`config.mk`:
```
export PLATFORM = sky130hd
export DESIGN_NAME = conv_tap_accumulator
export DESIGN_NICKNAME = d
export VERILOG_FILES = /design/src/rtl/conv_tap_accumulator.sv
export SDC_FILE = /design/constraint.sdc
export NUM_CORES = 1
export LEC_CHECK = 0
export ABC_CLOCK_PERIOD_IN_PS = 2800
export CORE_ASPECT_RATIO = 0.9
export CORE_UTILIZATION = 48
export CTS_CLUSTER_SIZE = 16
export DETAILED_ROUTE_END_ITERATION = 8
export GPL_ROUTABILITY_DRIVEN = 1
export PLACE_DENSITY = 0.76
export SLEW_MARGIN = 0
export SYNTH_ARGS = -nofsm -noshare
export SYNTH_HDL_FRONTEND = slang
export SYNTH_SLANG_ARGS = --single-unit
```
`constraint.sdc`:
```
create_clock -name ck -period 2.8 [get_ports ck]
set_clock_uncertainty 0.2 [all_clocks]
set_input_delay 0.56 -clock ck [delete_from_list [all_inputs] [get_ports ck]]
set_output_delay 0.56 -clock ck [all_outputs]
set_load 0.02 [all_outputs]
```
`src/rtl/conv_tap_accumulator.sv`:
```
// Sums KLEN consecutive accepted products into one convolution sample and presents
// it on a valid/ready port with a wrapping sample index; flush aborts a partial window.
module conv_tap_accumulator #(
  parameter  int PW   = 8,
  parameter  int KLEN = 3,
  parameter  int AW   = 10,
  parameter  int IW   = 8,
  localparam int TW   = $clog2(KLEN + 1)
) (
  input  logic          ck,
  input  logic          rst_n,
  input  logic [PW-1:0] prod,
  input  logic          prod_valid,
  output logic          prod_ready,
  input  logic          flush,
  output logic [AW-1:0] acc_out,
  output logic          out_valid,
  input  logic          out_ready,
  output logic [IW-1:0] out_idx,
  output logic [TW-1:0] tap_cnt,
  output logic          busy
);

  localparam logic [TW-1:0] LAST_TAP = TW'(KLEN - 1);

  logic [AW-1:0] acc_reg;
  logic [TW-1:0] tap_cnt_reg;
  logic [AW-1:0] acc_out_reg;
  logic          out_valid_reg;
  logic [IW-1:0] out_idx_reg;
  logic [IW-1:0] sample_cnt_reg;

  logic [AW-1:0] sum_next;
  logic          accept;
  logic          is_final;
  logic          transfer;

  // Upstream stalls only while a finished sample is waiting and not being taken.
  assign prod_ready = !(out_valid_reg && !out_ready);
  assign accept     = prod_valid && prod_ready && !flush;
  assign is_final   = (tap_cnt_reg == LAST_TAP);
  assign transfer   = out_valid_reg && out_ready;
  assign sum_next   = acc_reg + AW'(prod);

  // Window accumulator; acc_reg is zero at the start of every window.
  always_ff @(posedge ck or negedge rst_n) begin
    if (!rst_n) begin
      acc_reg     <= '0;
      tap_cnt_reg <= '0;
    end else if (flush) begin
      acc_reg     <= '0;
      tap_cnt_reg <= '0;
    end else if (accept) begin
      if (is_final) begin
        acc_reg     <= '0;
        tap_cnt_reg <= '0;
      end else begin
        acc_reg     <= sum_next;
        tap_cnt_reg <= tap_cnt_reg + TW'(1);
      end
    end
  end

  // Output register; an emit on the same edge as a transfer keeps out_valid high.
  always_ff @(posedge ck or negedge rst_n) begin
    if (!rst_n) begin
      acc_out_reg    <= '0;
      out_valid_reg  <= 1'b0;
      out_idx_reg    <= '0;
      sample_cnt_reg <= '0;
    end else if (accept && is_final) begin
      acc_out_reg    <= sum_next;
      out_valid_reg  <= 1'b1;
      out_idx_reg    <= sample_cnt_reg;
      sample_cnt_reg <= sample_cnt_reg + IW'(1);
    end else if (transfer) begin
      out_valid_reg  <= 1'b0;
    end
  end

  assign acc_out   = acc_out_reg;
  assign out_valid = out_valid_reg;
  assign out_idx   = out_idx_reg;
  assign tap_cnt   = tap_cnt_reg;
  assign busy      = (tap_cnt_reg != '0) || out_valid_reg;

endmodule

```
==> results.md, run 1 <==
- Status: completed
- Die Ht: 62.9 µm
- # IOs: 36
- Crit path cell chain: clkdlybuf4s50_1 -> ha_1 -> inv_1 -> fa_1 -> nand2b_1 -> a211oi_1 -> o21ai_0 -> a32o_1
- Global route total overflow: 0
- Slew HR: 0.440
- Detail Route Antenna Nets: 0
- Hold Buf Count CTS: 0
- GPL Wtd Cong: 0.847
- Chip Width: ~70 µm
- Detail Placement HPWL: 2890 µm
- FF/Latch Area: 976 µm²
- GRT Total Usage: 0.207
- DRC: 0
- Syn_nets: roughly 220
- Num rows: 21
- Nets: 262
- Syn_area_per_cell: 10.2 µm²
- P&R area growth vs syn: 26.9%
- Worst-path maximum fanout: 3
- RSZ-0062 raised after global routing: no
- CTS tree: built
- WL per Instance: 14.7 µm
- Largest area contributor in the netlist: dfrtp_1
- Die Area: about 4400 µm²
- Port buffer count: 35
- Global-route wire length before repair: around 7100 µm
- # fillers: 331
- WHS: ~0.16 ns
- Total number of vias: 1615
- Initial Util: 0.515
- Dpl ws: -0.0222 ns
- Max Fclk: 398 MHz
- Clock Latency Late Sink: around 0.29 ns
- Mapped Area: 1980 µm²
- Top post-synthesis cells by area: dfrtp_1 (49%), nand2_1 (8.4%), ha_1 (5.7%)
- Drt pass-1 iters: 4
- Post-synth top cells: nand2_1 (44), dfrtp_1 (39), ha_1 (9), a21oi_1 (7), xor2_1 (7)
- Clock Sinks: 39
- Initial DRC Count: 110
- Main synth FF type: dfrtp_1
- Pin count of the biggest net entering global routing: 40
- Max rail drop VDD: 533 µV
- Critical path startpoint category: primary input
- Minimum clock period: 2.52 ns
- Clock slew at reported path FFs: 0.08 ns
- WP data arrival: about 2.5 ns
- CP Class: in -> reg
- Post-Synthesis Cells: 193
- Setup ws final: 0.285 ns
- CP Capture Type: flop
- H-tree depth: 2
- Yosys warns: 0
- Crit-path max cell delay: around 0.47 ns
- Number of flops mapped to enable cells by yosys: 0
- Clock root buffer: clkbuf_8
- Layout cells sized above 1: 0.125
- Post-CTS Setup Repair Bufs: 0
- Post-route setup TNS: 0 ns
- Async set-reset flop share out of synthesis: 1.00
- Vias in the first global route: between 1000 and 1500
- Initial antenna violation count: 0
- CTS resizes: 0
- Slew Viols, Final: 0
- CTS buffer count: 5
- Fin crit share: 0.898
- Fin. Hold Viols: 0
- Setup Viol. Count Final: 0
- WL final: 4200 µm
- CP max stage cell: clkdlybuf4s50_1
- Yosys reg bits: 39
- Vias per cell: 5.65
- Power Dens Cells: 601 nW/µm²
- Multi-input combinational cell area: 943 µm²
- Sequential share of the synthesized area: 0.494
- Core area: 3840 µm²
- CP required: 2.78 ns
- Max-cap violations: 0
- Worst Tran Pin Value: ~0.84 ns
- Antenna fix cells: 0
- Most frequent cell after synthesis: nand2_1
- CTS max path bufs: 2
- Netlist cell types: 39
- Yosys top cell area share: 0.494
- Leak pwr: 1.24 nW
- Hold Path Class: in -> async
critical path: cells and delay by family:
kind | cells | cell delay, ns
adder cells (fa/ha/maj) | 2 | 0.54
AO/OA/AOI/OAI | 3 | 0.67
buffers and inverters | 2 | 0.52
AND/OR/NAND/NOR | 1 | 0.20
metal layers:
layer  vias up  wire [µm]  share of wire  track usage
met2        56       1900           0.45        0.313
li1        783          -              -            -
met3         6        234          0.056       0.0597
met1       770       2030           0.48        0.286
met4         0         40         0.0095       0.0675
met5         -          0              0            0
layout make-up:
cell class / instances / share of cell area
timing repair buffer: 46 / 0.171
multi-input combinational: 142 / 0.376
clock inverter: 3 / 0.00599
sequential: 39 / 0.389
inverter: 5 / 0.00749
clock buffer: 5 / 0.0274
tap: 46 / 0.0230
path summary, 6_finish.rpt:
check / endpoint / slack [ns] / from / depth (start not counted)
min in group ck: out_idx[2]$_DFFE_PN0P_ / 0.28 / out_idx[2]$_DFFE_PN0P_ / 2
max reg2reg: acc_reg[6]$_DFFE_PN0P_ / 0.68 / acc_reg[0]$_DFFE_PN0P_ / 7
min reg2reg: out_idx[2]$_DFFE_PN0P_ / 0.28 / out_idx[2]$_DFFE_PN0P_ / 2
max in group asynchronous: sample_cnt_reg[4]$_DFFE_PN0P_ / 1.69 / rst_n / 1
max: acc_reg[6]$_DFFE_PN0P_ / 0.28 / prod[0] / 8
min: acc_reg[8]$_DFFE_PN0P_ / 0.16 / rst_n / 1
placed cells by master, fill, tap and decap left out, types with 4 or more instances in the layout:
| cell type | Yosys | routed |
|---|---|---|
| buf_4 | 1 | 11 |
| nand2_1 | 44 | 44 |
| clkbuf_8 | 0 | 5 |
| dfrtp_1 | 39 | 39 |
| xor2_1 | 7 | 7 |
| ha_1 | 9 | 9 |
| a22o_1 | 5 | 5 |
| nand4_1 | 5 | 5 |
| clkdlybuf4s50_1 | 0 | 34 |
| a21oi_1 | 7 | 7 |
| nand3_1 | 5 | 5 |
| mux2_2 | 4 | 4 |
| o21ai_0 | 4 | 4 |
| inv_1 | 5 | 5 |
| xnor2_1 | 4 | 4 |
| nor2_1 | 4 | 4 |
| a21o_1 | 6 | 6 |
power by group:
part,internal [mW],switching [mW]
logic,0.218,0.226
registers,0.639,0.0538
clock network,0.171,0.199
per-stage QoR:
stage          cells  utilization  power (mW)  cell area, µm²
6_report         286        0.654        1.51            2510
3_3_place_gp     278        0.632        1.13            2420
3_5_place_dp     278        0.632        1.14            2420
5_1_grt          286        0.654        1.60            2510
4_1_cts          286        0.654        1.51            2510
2_1_floorplan    193            -       0.954            1980
cells by family (layout without fill, tap and decap cells):
family / count (synthesis) / count (layout) / share of synthesized area
mux: 4 / 4 / 0.0228
flops: 39 / 39 / 0.494
fa+ha+maj: 10 / 10 / 0.0671
buf+inv: 12 / 59 / 0.0285
xor+xnor: 11 / 11 / 0.0488
simple gates: 76 / 76 / 0.187
compound gates: 41 / 41 / 0.151
No activity file was read; power rests on OpenSTA's default activity.
==> run 2: changes to the inputs <==
- TNS_END_PERCENT: unset -> 100
==> results of run 2 <==
The final DEF is identical to that of run 1; final timing and power are the same.
==> run 3: changes to the inputs <==
- CORE_MARGIN: unset -> 1.5
==> results.md, run 3 (synthesized netlist as in run 1, its figures left out) <==
- # IOs: 36 (unchanged)
- GRT Total Usage: 0.198 (-0.00836)
- Clock Latency Late Sink: 0.28 ns (about the same)
- Hold Path Class: in -> async
- CTS resizes: 0 (unchanged)
- Slew Viols, Final: 0 (unchanged)
- WL per Instance: 14.2 µm (-3.3%)
- Critical path startpoint category: primary input
- Power Total: 1.51 mW (+0.14%)
- Max rail drop VDD: 453 µV (-15%)
- Hold Buf Count CTS: 0 (unchanged)
- Minimum clock period: 2.49 ns (-0.0289 ns)
- GPL Wtd Cong: 0.901 (+6.3%)
- # fillers: 335 (+1.2%)
- WHS: 0.175 ns (+0.0115 ns)
- CTS buffer count: 5 (unchanged)
- Nets: 260 (-0.76%)
- Vias per cell: 5.47 (-3.1%)
- DRC: 0 (unchanged)
- Num rows: 21 (unchanged)
- CP Capture Type: output pin
- Max Fclk: 402 MHz (+1.2%)
- Chip Width: 70.6 µm (+1.4%)
- Initial DRC Count: 94 (-15%)
- RSZ-0062 raised after global routing: no
- CP Class: in -> out
- Detail Placement HPWL: 2820 µm (-2.4%)
- Port buffer count: 35 (unchanged)
- FF/Latch Area: 976 µm² (unchanged)
- Antenna fix cells: 0 (unchanged)
- CP required: 2.04 ns (-0.74 ns)
- Die Area: 4510 µm² (+3.0%)
- Worst Tran Pin Value: 0.840 ns (+0.000509 ns)
- Slew HR: 0.440 (about the same)
- Pin count of the biggest net entering global routing: 40 (unchanged)
- Worst-path maximum fanout: 2 (-1)
- WL final: 4020 µm (-4.3%)
- Fin crit share: 0.888 (-0.0103)
- H-tree depth: 2 (unchanged)
- Commonest non-fill, non-tap cells in the layout: nand2_1 (44), dfrtp_1 (39), clkdlybuf4s50_1 (34)
- Clock root buffer: clkbuf_8
- Setup Viol. Count Final: 0 (unchanged)
- Vias in the first global route: 1570 (+5.9%)
- Layout cells sized above 1: 0.114 (-0.0111)
- Detail Route Antenna Nets: 0 (unchanged)
- Clock Sinks: 39 (unchanged)
- Leak pwr: 1.23 nW (-0.83%)
- CTS max path bufs: 2 (unchanged)
- Post-CTS Setup Repair Bufs: 0 (unchanged)
- Clock slew at reported path FFs: 0.08 ns (about the same)
- Initial antenna violation count: 0 (unchanged)
- Die Ht: 63.9 µm (+1.6%)
- Drt pass-1 iters: 4 (unchanged)
- Initial Util: 0.515 (unchanged)
- Fin. Hold Viols: 0 (unchanged)
- WP data arrival: 1.73 ns (-0.76 ns)
- Layout Utilization: 0.651 (-0.00294)
- Commonest non-fill, non-tap cell in the layout: nand2_1
- Status: completed
- Power Dens Cells: 604 nW/µm² (+0.60%)
- Global route total overflow: 0 (unchanged)
- Max-cap violations: 0 (unchanged)
- Global-route wire length before repair: 7100 µm (+0.30%)
- Post-route setup TNS: 0 ns (unchanged)
- Total number of vias: 1549 (-4.1%)
- Multi-input combinational cell area: 943 µm² (unchanged)
- CTS tree: built
- P&R area growth vs syn: 26.3%
- Core area: 3840 µm² (unchanged)
-- run 3: cell count changes in the layout (fill, tap and decap cells not counted), sizes merged --
cell,previous run,this run
clkinv,3,1
clkbuf,5,6
buf,12,10
-- run 3: cell type report --
class	count	area share
flip-flops and latches	39	0.391
inverters	5	0.00752
multi-input cells	142	0.378
clock inverters	1	0.00201
well taps	46	0.0231
clock buffers	6	0.0331
repair buffers	44	0.165
-- run 3: worst paths after layout --
check / end / slack [ns] / depth (start not counted) / start
min: acc_out[6]$_DFFE_PN0P_ / 0.17 / 1 / rst_n
max: prod_ready / 0.31 / 3 / out_ready
min in group ck: sample_cnt_reg[7]$_DFFE_PN0P_ / 0.27 / 1 / sample_cnt_reg[7]$_DFFE_PN0P_
max reg2reg: acc_reg[6]$_DFFE_PN0P_ / 0.68 / 7 / acc_reg[0]$_DFFE_PN0P_
max in group asynchronous: acc_reg[4]$_DFFE_PN0P_ / 1.69 / 1 / rst_n
min reg2reg: sample_cnt_reg[7]$_DFFE_PN0P_ / 0.27 / 1 / sample_cnt_reg[7]$_DFFE_PN0P_
-- run 3: critical path, cell delays in order --
cell	delay, ns
clkdlybuf4s50_1	0.45
nand2b_1	0.12
clkdlybuf4s50_1	0.60
-- run 3: power breakdown --
group / switching, mW / leakage (nW) / total, mW / internal [mW]
registers: 0.0506 / 0.528 / 0.689 / 0.639
logic: 0.224 / 0.653 / 0.441 / 0.217
clock network: 0.185 / 0.0470 / 0.378 / 0.193
total: 0.459 / 1.23 / 1.51 / 1.05
-- run 3: per-layer routing --
metal / track usage / part of all wire / routed length, µm
met2: 0.324 / 0.46 / 1850
met1: 0.266 / 0.48 / 1940
met3: 0.0457 / 0.046 / 186
met4: 0.0590 / 0.011 / 46
met5: 0 / 0 / 0
-- run 3: metrics by stage --
step / area, µm² / std cells / setup WS [ns]
after floorplan: 1980 / 193 / 0.569
after global placement: 2410 / 276 / 0.0325
after detailed placement: 2410 / 276 / 0.00229
after CTS: 2500 / 283 / 0.308
after global routing: 2500 / 283 / 0.153
final: 2500 / 283 / 0.314
